--- config.mk ---
export PLATFORM = sky130hd
export DESIGN_NAME = apb_slave_regfile
export DESIGN_NICKNAME = d
export VERILOG_FILES = /design/src/rtl/apb_slv_pkg.sv /design/src/rtl/apb_wait_counter.sv /design/src/rtl/apb_slave_regfile.sv
export SDC_FILE = /design/constraint.sdc
export NUM_CORES = 1
export LEC_CHECK = 0
export BUFFER_PORTS_ARGS = -buffer_cell sky130_fd_sc_hd__buf_4
export CORE_ASPECT_RATIO = 1.25
export CORE_MARGIN = 2
export CORE_UTILIZATION = 25
export CTS_CLUSTER_DIAMETER = 60
export DETAILED_ROUTE_END_ITERATION = 10
export PLACE_DENSITY_LB_ADDON = 0.1
export SKIP_CTS_REPAIR_TIMING = 1
export SYNTH_ARGS = -nofsm -noshare
export SYNTH_HDL_FRONTEND = slang
export SYNTH_SLANG_ARGS = --single-unit
--- constraint.sdc ---
create_clock -name PCLK -period 1.98 [get_ports PCLK]
set_input_delay 0.297 -clock PCLK [delete_from_list [all_inputs] [get_ports PCLK]]
set_output_delay 0.297 -clock PCLK [all_outputs]
set_load 0.02 [all_outputs]
--- src/rtl/apb_slv_pkg.sv ---
// apb_slv_pkg: shared types and helpers for the APB3 register-file completer.
//   apb_slv_state_t    : transfer FSM states
//   ID_REG_IDX         : index of the read-only ID register
//   APB_SLV_DEFAULT_ID : default constant returned by the ID register
//   addr_ok()          : word-aligned and inside the register window
package apb_slv_pkg;

  typedef enum logic [1:0] {
    IDLE   = 2'd0,
    WAIT   = 2'd1,
    ACCESS = 2'd2
  } apb_slv_state_t;

  localparam int unsigned ID_REG_IDX         = 0;
  localparam logic [31:0] APB_SLV_DEFAULT_ID = 32'hA5B0_0001;

  // True when the byte address is word-aligned and maps onto an existing register.
  function automatic logic addr_ok(input logic [63:0] addr, input int unsigned num_regs);
    logic [63:0] limit;
    limit   = 64'(num_regs) << 2;
    addr_ok = (addr[1:0] == 2'b00) && (addr < limit);
  endfunction

endpackage

--- src/rtl/apb_wait_counter.sv ---
// apb_wait_counter: loadable down-counter used to time APB wait states.
//   clk, rst_n  : clock, async active-low reset
//   i_clr       : force the count to zero (aborted transfer)
//   i_load      : load i_load_val (setup phase)
//   i_load_val  : wait-state count for the transfer
//   i_dec       : decrement while waiting (saturates at zero)
//   o_last_c    : combinational, high when the current wait cycle is the final one
module apb_wait_counter #(
  parameter int unsigned CNT_W = 4
) (
  input  logic             clk,
  input  logic             rst_n,
  input  logic             i_clr,
  input  logic             i_load,
  input  logic [CNT_W-1:0] i_load_val,
  input  logic             i_dec,
  output logic             o_last_c
);

  logic [CNT_W-1:0] r_cnt;

  // Clear wins over load, load wins over decrement.
  always_ff @(posedge clk or negedge rst_n) begin
    if (!rst_n) begin
      r_cnt <= '0;
    end else if (i_clr) begin
      r_cnt <= '0;
    end else if (i_load) begin
      r_cnt <= i_load_val;
    end else if (i_dec && (r_cnt != '0)) begin
      r_cnt <= r_cnt - CNT_W'(1);
    end
  end

  assign o_last_c = (r_cnt == CNT_W'(1));

endmodule

--- src/rtl/apb_slave_regfile.sv ---
// apb_slave_regfile: APB3 completer holding NUM_REGS 32-bit word registers.
// Register 0 is a read-only ID (ID_VALUE); the others are read/write.
// Optional wait states: define APB_SLV_WAIT_STATES_EN to insert WAIT_CYCLES
// wait states per transfer; otherwise every transfer is zero-wait.
//   PCLK, PRESETn : clock, async active-low reset
//   PSEL, PENABLE : APB select / access-phase strobe
//   PADDR, PWRITE : byte address and direction, latched in the setup phase
//   PWDATA        : write data, sampled at the completing edge
//   PRDATA        : read data (0 for writes and errors)
//   PREADY        : transfer completes this cycle
//   PSLVERR       : error response, meaningful with PREADY
module apb_slave_regfile
  import apb_slv_pkg::*;
#(
  parameter int unsigned           ADDR_WIDTH  = 32,
  parameter int unsigned           DATA_WIDTH  = 32,
  parameter int unsigned           NUM_REGS    = 8,
  parameter int unsigned           WAIT_CYCLES = 2,
  parameter logic [DATA_WIDTH-1:0] ID_VALUE    = DATA_WIDTH'(APB_SLV_DEFAULT_ID)
) (
  input  logic                  PCLK,
  input  logic                  PRESETn,
  input  logic                  PSEL,
  input  logic                  PENABLE,
  input  logic [ADDR_WIDTH-1:0] PADDR,
  input  logic                  PWRITE,
  input  logic [DATA_WIDTH-1:0] PWDATA,
  output logic [DATA_WIDTH-1:0] PRDATA,
  output logic                  PREADY,
  output logic                  PSLVERR
);

  localparam int unsigned IDX_W = (NUM_REGS > 1) ? $clog2(NUM_REGS) : 1;

  apb_slv_state_t        r_state;
  logic [IDX_W-1:0]      r_idx;
  logic                  r_err;
  logic                  r_write;
  logic [DATA_WIDTH-1:0] r_prdata;
  logic [DATA_WIDTH-1:0] r_regs [NUM_REGS];

  logic                  w_setup;
  logic                  w_viol;
  logic                  w_in_access;
  logic [IDX_W-1:0]      w_idx;
  logic                  w_is_id;
  logic                  w_dec_err;
  logic [DATA_WIDTH-1:0] w_rd_val;
  logic [DATA_WIDTH-1:0] w_setup_rdata;

  // Address decode, evaluated in the setup phase and latched into r_idx/r_err.
  assign w_setup       = (r_state == IDLE) && PSEL && !PENABLE;
  assign w_viol        = (r_state == IDLE) && PSEL && PENABLE;
  assign w_in_access   = (r_state == ACCESS) && PSEL;
  assign w_idx         = PADDR[IDX_W+1:2];
  assign w_is_id       = (w_idx == IDX_W'(ID_REG_IDX));
  assign w_dec_err     = !addr_ok(64'(PADDR), NUM_REGS) || (PWRITE && w_is_id);
  assign w_rd_val      = w_is_id ? ID_VALUE : r_regs[w_idx];
  assign w_setup_rdata = (PWRITE || w_dec_err) ? '0 : w_rd_val;

  // Response: ready in ACCESS while still selected, or immediately on a
  // missing setup phase, which is reported as an error.
  assign PREADY  = w_in_access || w_viol;
  assign PSLVERR = (w_in_access && r_err) || w_viol;
  assign PRDATA  = r_prdata;

`ifdef APB_SLV_WAIT_STATES_EN
  logic w_cnt_last;

  apb_wait_counter #(
    .CNT_W(4)
  ) u_wait_counter (
    .clk        (PCLK),
    .rst_n      (PRESETn),
    .i_clr      ((r_state != IDLE) && !PSEL),
    .i_load     (w_setup),
    .i_load_val (4'(WAIT_CYCLES)),
    .i_dec      (r_state == WAIT),
    .o_last_c   (w_cnt_last)
  );
`else
  logic w_unused_wait;
  assign w_unused_wait = ^4'(WAIT_CYCLES);
`endif

  // Transfer FSM and register array.
  always_ff @(posedge PCLK or negedge PRESETn) begin
    if (!PRESETn) begin
      r_state  <= IDLE;
      r_idx    <= '0;
      r_err    <= 1'b0;
      r_write  <= 1'b0;
      r_prdata <= '0;
      for (int i = 0; i < NUM_REGS; i++) begin
        r_regs[i] <= '0;
      end
    end else begin
      case (r_state)
        IDLE: begin
          // PRDATA is held at zero whenever no transfer is in flight.
          r_prdata <= '0;
          if (w_setup) begin
            r_idx    <= w_idx;
            r_err    <= w_dec_err;
            r_write  <= PWRITE;
            r_prdata <= w_setup_rdata;
`ifdef APB_SLV_WAIT_STATES_EN
            r_state  <= (WAIT_CYCLES != 0) ? WAIT : ACCESS;
`else
            r_state  <= ACCESS;
`endif
          end
        end
`ifdef APB_SLV_WAIT_STATES_EN
        WAIT: begin
          if (!PSEL) begin
            r_state  <= IDLE;
            r_prdata <= '0;
          end else if (w_cnt_last) begin
            r_state  <= ACCESS;
          end
        end
`endif
        ACCESS: begin
          if (!PSEL) begin
            r_state  <= IDLE;
            r_prdata <= '0;
          end else if (PENABLE) begin
            r_state  <= IDLE;
            r_prdata <= '0;
            if (r_write && !r_err) begin
              r_regs[r_idx] <= PWDATA;
            end
          end
        end
        default: begin
          r_state  <= IDLE;
          r_prdata <= '0;
        end
      endcase
    end
  end

endmodule

==> results by group, run 1 <==
Worst setup path
  – Slowest CP cell: dfrtp_1
  – Critical path endpoint category: flip-flop
  – Worst path top cell family by delay: simple AND/OR/NAND/NOR gates
  – Buf/Inv on CP: 2
  – Worst path required time: 2.37 ns
  – Critical Path, Cell by Cell: and2b_1 > nand4b_4 > buf_4 > nor2_4 > buf_12 > mux2_2
  – Arrival time at the worst endpoint: 2.21 ns
  – CP peak stage delay: 0.37 ns
  – Kind of critical path: flip-flop to flip-flop
  – Worst R2R Start: r_err
  – CP Max Fanout: 22
  – Worst Setup Start Kind: flip-flop
  – CP startpoint: r_err

Finish
  – Post-Layout Inst Area: 15100 um^2
  – Fillers: 4735
  – Antenna Cells: 0
  – Layout cell share with drive strength beyond 1: 0.529
  – P&R area growth vs syn: 25.6%
  – Most frequent cells in the layout: dfrtp_1, mux2_2, buf_4
  – Final nets: 1000
  – Most common cell after layout, fill and taps aside: dfrtp_1

Floorplanning
  – DIE WIDTH: 200 um
  – Full die area: 49800 um^2
  – Starting Density: 0.254
  – Core Rows: 89
  – Die Height: 249 um
  – Core footprint: 47300 um^2
  – Ports: 103

Power
  – Sw Pwr: 2.84 mW
  – Logic pwr share: 0.060
  – Switching Share: 0.230
  – VDD IR-drop max: 0.000458 V
  – Seq pwr share: 0.448
  – Leakage power: 7.38 nW
  – Power Dens Cells: 820 nW/um^2
  – P_int: 9.52 mW
  – Clock power frac: 0.491

Clock tree
  – Clock tree buffer depth: 3
  – Clock root buffer: clkbuf_16
  – CTS tree: yes
  – TritonCTS Buffers: 34
  – # clock sinks: 266
  – Worst-path clk slew: 0.05 ns
  – Clock Latency Late Sink: 0.52 ns
  – Htree depth: 2

GRT
  – Total track usage: 0.138
  – Initial antenna violation count: 0
  – GRT overflow: 0
  – First-pass GRT wire length: 51.6 mm
  – Number of global-route vias before repair: 7947
  – Largest net degree at the start of global routing: 70

Detailed routing
  – Total wire length: 33.1 mm
  – Average wire per standard cell: 20.8 um
  – DRC Markers: 0
  – Vias: 7216
  – Routed vias/inst: 4.53
  – DR iter-0 viols: 263
  – First-pass DRT Iterations: 4
  – Final ANT Viol Nets: 0

STA
  – Final Skew: 0.0186 ns
  – Tmin final: 1.82 ns
  – Max Fclk: 0.549 GHz
  – Final Cycle Share: 0.920
  – Final setup viols: 0
  – RSZ-0062 raised after global routing: no
  – Worst slew margin: 0.694
  – Final hold vios: 0
  – Slew Limit Fails: 0
  – Setup TNS Final: 0 ns
  – Slew @ Worst Pin: 0.460 ns

Placement
  – GP Congestion: 0.654
  – Post-DP HPWL: 21.3 mm
  – Placed inst area: 14000 um^2
  – PortBufs: 102

Run status
  – Status: completed

Logic synthesis
  – Synth Instances: 788
  – Avg Inst Size Synth: 15.2 um^2
  – Sequential fraction of the synthesis area: 0.554
  – Yosys reg bits: 266
  – Cell Area, Synth: 12000 um^2
  – Synth cell types: 40
  – Syn Nets: 857
  – Synth warnings: 0

Flow run
  – Max_cap viols: 0

Worst hold path
  – Min-delay worst type: input port to flip-flop
  – Min-delay src: PSEL
[per-stage QoR]
| step | total power [mW] | hold slack [ns] | instances | setup WS [ns] | util |
|---|---|---|---|---|---|
| 6_report | 12.4 | 0.0347 | 1592 | 0.158 | 0.319 |
| 5_1_grt | 12.9 | 0.0221 | 1592 | 0.0603 | 0.319 |
| 4_1_cts | 12.7 | -0.342 | 1591 | 0.0301 | 0.318 |
| 3_5_place_dp | 6.42 | 0.211 | 1531 | 0.0265 | 0.296 |
| 3_3_place_gp | 6.42 | 0.211 | 1531 | 0.0362 | 0.296 |
| 2_1_floorplan | 5.90 | 0.00141 | 788 | 0.242 | - |
[worst reg2reg max path, stage by stage, from the launching register on]
cell	delay (ns)
dfrtp_1	0.37
and2b_1	0.25
nand4b_4	0.16
buf_4	0.19
nor2_4	0.13
buf_12	0.23
mux2_2	0.38
[power groups by stage]
| stage | Combinational [mW] | Sequential, mW | Clock (mW) |
|---|---|---|---|
| after floorplan | 0.289 | 5.61 | 0 |
| after global placement | 0.777 | 5.64 | 0 |
| after detailed placement | 0.777 | 5.64 | 0 |
| after CTS | 0.777 | 5.54 | 6.34 |
| after global routing | 0.828 | 5.55 | 6.56 |
| final | 0.746 | 5.54 | 6.07 |
[cells by family after synthesis]
family,after synthesis,synth area share
and+or+nand+nor,68,0.0377
muxes,301,0.326
AOI/OAI and AO/OA,90,0.0488
DFF,266,0.554
buffers and inverters,63,0.0335
[final cells by class]
type / instances / area, um^2 / area share
inverters: 9 / 33.8 / 0.00224
well taps: 637 / 797 / 0.0528
clock buffers: 52 / 990 / 0.0656
clock inverters: 8 / 93.8 / 0.00622
multi-input cells: 459 / 4970 / 0.329
repair buffers: 161 / 1540 / 0.102
flip-flops and latches: 266 / 6660 / 0.441
[sequential cells by signal, summed over array words and instances, names as in the netlist]
| signal | flops |
|---|---|
| r_state | 1 |
| PRDATA | 32 |
| r_write | 1 |
| r_idx | 3 |
| r_regs | 228 |
| r_err | 1 |
[routing by layer]
metal  global-route usage  part of all wire  vias to the layer above
met4               0.0356             0.019                        0
li1                     -                 -                     3216
met5                    0                 0                        -
met3               0.0210             0.027                       39
met1                0.185              0.46                     3869
met2                0.232              0.50                       92
[synth_stat cells (all sizes together)]
library cell / n / area [um^2]
a21oi: 8 / 40.0
a221o: 20 / 200
a221oi: 8 / 70.1
a41oi: 1 / 8.76
and2: 1 / 6.26
and2b: 2 / 15.0
and3: 1 / 6.26
and4: 2 / 17.5
buf: 38 / 307
clkbuf: 16 / 62.6
clkinv: 1 / 3.75
dfrtp: 266 / 6660
inv: 8 / 30.0
mux2: 252 / 2970
mux2i: 13 / 130
mux4: 36 / 811
nand2: 35 / 134
nand3: 1 / 17.5
nand3b: 2 / 40.0
nand4: 1 / 6.26
nand4b: 2 / 47.6
nor2: 6 / 27.5
nor2b: 3 / 18.8
nor3: 3 / 26.3
nor3b: 3 / 50.1
nor4: 4 / 25.0
o21a: 1 / 7.51
o21ai: 52 / 260
or4: 2 / 15.0
[final timing paths]
kind                          endpoint  slack [ns]  depth (start not counted)
min in group asynchronous   PRDATA[23]        0.26                          2
setup reg to reg            r_regs[53]        0.16                          6
setup / recovery            r_regs[53]        0.16                          6
max in group asynchronous  r_regs[158]        1.00                          3
hold / removal              r_state[1]        0.03                          2
hold reg to reg             PRDATA[16]        0.48                          2
No activity file was read; power rests on OpenSTA's default activity.
==> inputs of run 2 (changes only) <==
ABC_AREA = 1   (was default)
==> results by group, run 2 <==
Worst setup path
  – Worst path required time: 1.68 ns
  – CP Max Fanout: 5
  – CP Depth: 3
  – Worst Setup Start Kind: flip-flop
  – CP peak stage delay: 0.38 ns
  – FF-to-FF End: r_regs[39]
  – Arrival time at the worst endpoint: 1.40 ns
  – FF-to-FF setup slack: 0.31 ns
  – Slowest CP cell: dfrtp_1
  – Worst R2R Start: r_err
  – Worst path top cell family by delay: flip-flops
  – Critical path endpoint category: output pin
  – Kind of critical path: flip-flop to output pin
  – Critical Path, Cell by Cell: nand2_4 > o21ai_0 > buf_4
  – Buf/Inv on CP: 1
  – CP startpoint: r_state[1]
  – Worst r2r path cells: 7

Floorplanning
  – Core Rows: 97
  – DIE WIDTH: 216 um
  – Die Height: 269 um
  – Core footprint: 55800 um^2
  – Full die area: 58200 um^2
  – Ports: 103
  – Starting Density: 0.252

Finish
  – FF+latch area: 7360 um^2
  – P&R area growth vs syn: 25.4%
  – Final Instance Count excl. Fillers: 2734
  – Most common cell after layout, fill and taps aside: nand2_1
  – Max reg flops: 256
  – Final nets: 2035
  – Antenna Cells: 0
  – Layout cell share with drive strength beyond 1: 0.133
  – Multi-input gate area: 5470 um^2
  – Final core utilization: 0.316
  – Fillers: 6150
  – Top reg by flops: r_regs
  – Most frequent cells in the layout: nand2_1, dfrtp_1, inv_1

Logic synthesis
  – Cell Area, Synth: 14100 um^2
  – Most common cell in the synthesized netlist: nand2_1
  – Post-synth EDFFs: 0
  – Main flop type after synthesis: dfrtp_1
  – Yosys top cell area share: 0.523
  – Synth top cells by count: nand2_1, dfrtp_1, inv_1, o21ai_0, nand3_1
  – Synth Instances: 1841
  – Area leader, netlist: dfrtp_1
  – Synth top area cells: dfrtp_1, nand2_1, o21ai_0
  – Fraction of registers with async set/reset: 1.00
  – Sequential fraction of the synthesis area: 0.523
  – Yosys reg bits: 294
  – Synth cell types: 26
  – Avg Inst Size Synth: 7.64 um^2
  – Synth warnings: 0
  – Syn Nets: 1910

GRT
  – Largest net degree at the start of global routing: 66
  – GRT overflow: 0
  – Total track usage: 0.159
  – Initial antenna violation count: 0
  – Number of global-route vias before repair: 11900
  – First-pass GRT wire length: 71.8 mm

Power
  – Leakage power: 8.78 nW
  – Clock power frac: 0.429
  – P_int: 11.7 mW
  – Power Dens Cells: 911 nW/um^2
  – Switching Share: 0.271
  – Seq pwr share: 0.435
  – VDD IR-drop max: 0.000477 V
  – Sw Pwr: 4.36 mW
  – Logic pwr share: 0.136

Placement
  – Post-DP HPWL: 26.9 mm
  – Number of placed instances with taps included: 2634
  – GP Congestion: 0.735
  – PortBufs: 102
  – Pre-CTS setup slack: 0.269 ns

STA
  – Final hold vios: 0
  – Setup TNS Final: 0 ns
  – Slew @ Worst Pin: 0.540 ns
  – Tmin final: 1.70 ns
  – Setup slack after layout: 0.280 ns
  – Max Fclk: 0.588 GHz
  – Final setup viols: 0
  – Final Cycle Share: 0.859
  – Worst slew margin: 0.640
  – Slew Limit Fails: 0
  – RSZ-0062 raised after global routing: no
  – Final Skew: 0.0109 ns

Worst hold path
  – Hold Path Stages: 3
  – End of the worst hold path: r_regs[245]
  – Min-delay worst type: input port to flip-flop
  – Min-delay src: PWDATA[21]

Detailed routing
  – DR iter-0 viols: 691
  – Average wire per standard cell: 16.5 um
  – Vias: 11800
  – DRC Markers: 0
  – Total wire length: 45.2 mm
  – Final ANT Viol Nets: 0
  – First-pass DRT Iterations: 5
  – Routed vias/inst: 4.33

Clock tree
  – Clock Latency Late Sink: 0.55 ns
  – Clock root buffer: clkbuf_16
  – Worst-path clk slew: 0.05 ns
  – Htree depth: 2
  – Clock tree buffer depth: 3
  – # clock sinks: 294
  – TritonCTS Buffers: 39
  – CTS tree: yes

Run status
  – Status: completed

Flow run
  – Max_cap viols: 0
## run 2: cell types whose count changed after synthesis, sizes merged, moves of 53 or more
cell | previous run | this run
nand2 | 35 | 799
inv | 8 | 203
clkbuf | 16 | 69
o21ai | 52 | 261
nand3 | 1 | 139
mux2 | 252 | 0
## run 2: per-layer routing
layer / vias to the layer above / share of wire / global-route usage / routed length (um)
li1: 5967 / - / - / -
met1: 5680 / 0.46 / 0.209 / 21000
met2: 143 / 0.49 / 0.275 / 22200
met3: 51 / 0.028 / 0.0239 / 1260
met4: 0 / 0.019 / 0.0379 / 840
met5: - / 0 / 0 / 0
## run 2: area by class of cell
type / instances / share of cell area
Clock buffer: 59 / 0.0654
Clock inverter: 8 / 0.00454
Tap cell: 742 / 0.0526
Sequential cell: 294 / 0.417
Timing Repair Buffer: 192 / 0.106
Multi-Input combinational cell: 1236 / 0.310
Inverter: 203 / 0.0439
## run 2: stage by stage
step | power (mW) | hold slack, ns | instance area, um^2
6_report | 16.1 | 0.000448 | 17600
5_1_grt | 17.0 | 0.00706 | 17600
4_1_cts | 16.4 | -0.302 | 17300
3_5_place_dp | 9.27 | 0.300 | 16100
3_3_place_gp | 9.25 | 0.298 | 16100
2_1_floorplan | 8.46 | 0.00141 | 14100
## run 2: cells by family after synthesis
| logic type | after synthesis | synth area share |
|---|---|---|
| AOI/OAI and AO/OA | 263 | 0.101 |
| buffers and inverters | 311 | 0.0892 |
| DFF | 294 | 0.523 |
| and+or+nand+nor | 973 | 0.287 |
## run 2: how the worst max path moves through the flow
stage | endpoint | slack, ns
after floorplan | r_regs[244] | 0.42
after global placement | PRDATA[18] | 0.28
after detailed placement | r_regs[34] | 0.27
after CTS | PSLVERR | 0.21
after global routing | r_regs[60] | 0.16
final | PSLVERR | 0.28
## run 2: power groups by stage
| stage | sequential [mW] | clock (mW) | combinational (mW) |
|---|---|---|---|
| 6_report | 6.99 | 6.90 | 2.18 |
| 5_1_grt | 7.07 | 7.39 | 2.55 |
| 4_1_cts | 6.99 | 7.18 | 2.19 |
| 3_5_place_dp | 7.09 | 0 | 2.18 |
| 3_3_place_gp | 7.09 | 0 | 2.16 |
| 2_1_floorplan | 7.01 | 0 | 1.46 |
## run 2: tightest hold or removal path, delay by kind of cell
| kind | cells | cell delay [ns] |
|---|---|---|
| AND/OR/NAND/NOR | 1 | 0.05 |
| buffers and inverters | 1 | 0.10 |
| AO/OA/AOI/OAI | 1 | 0.06 |
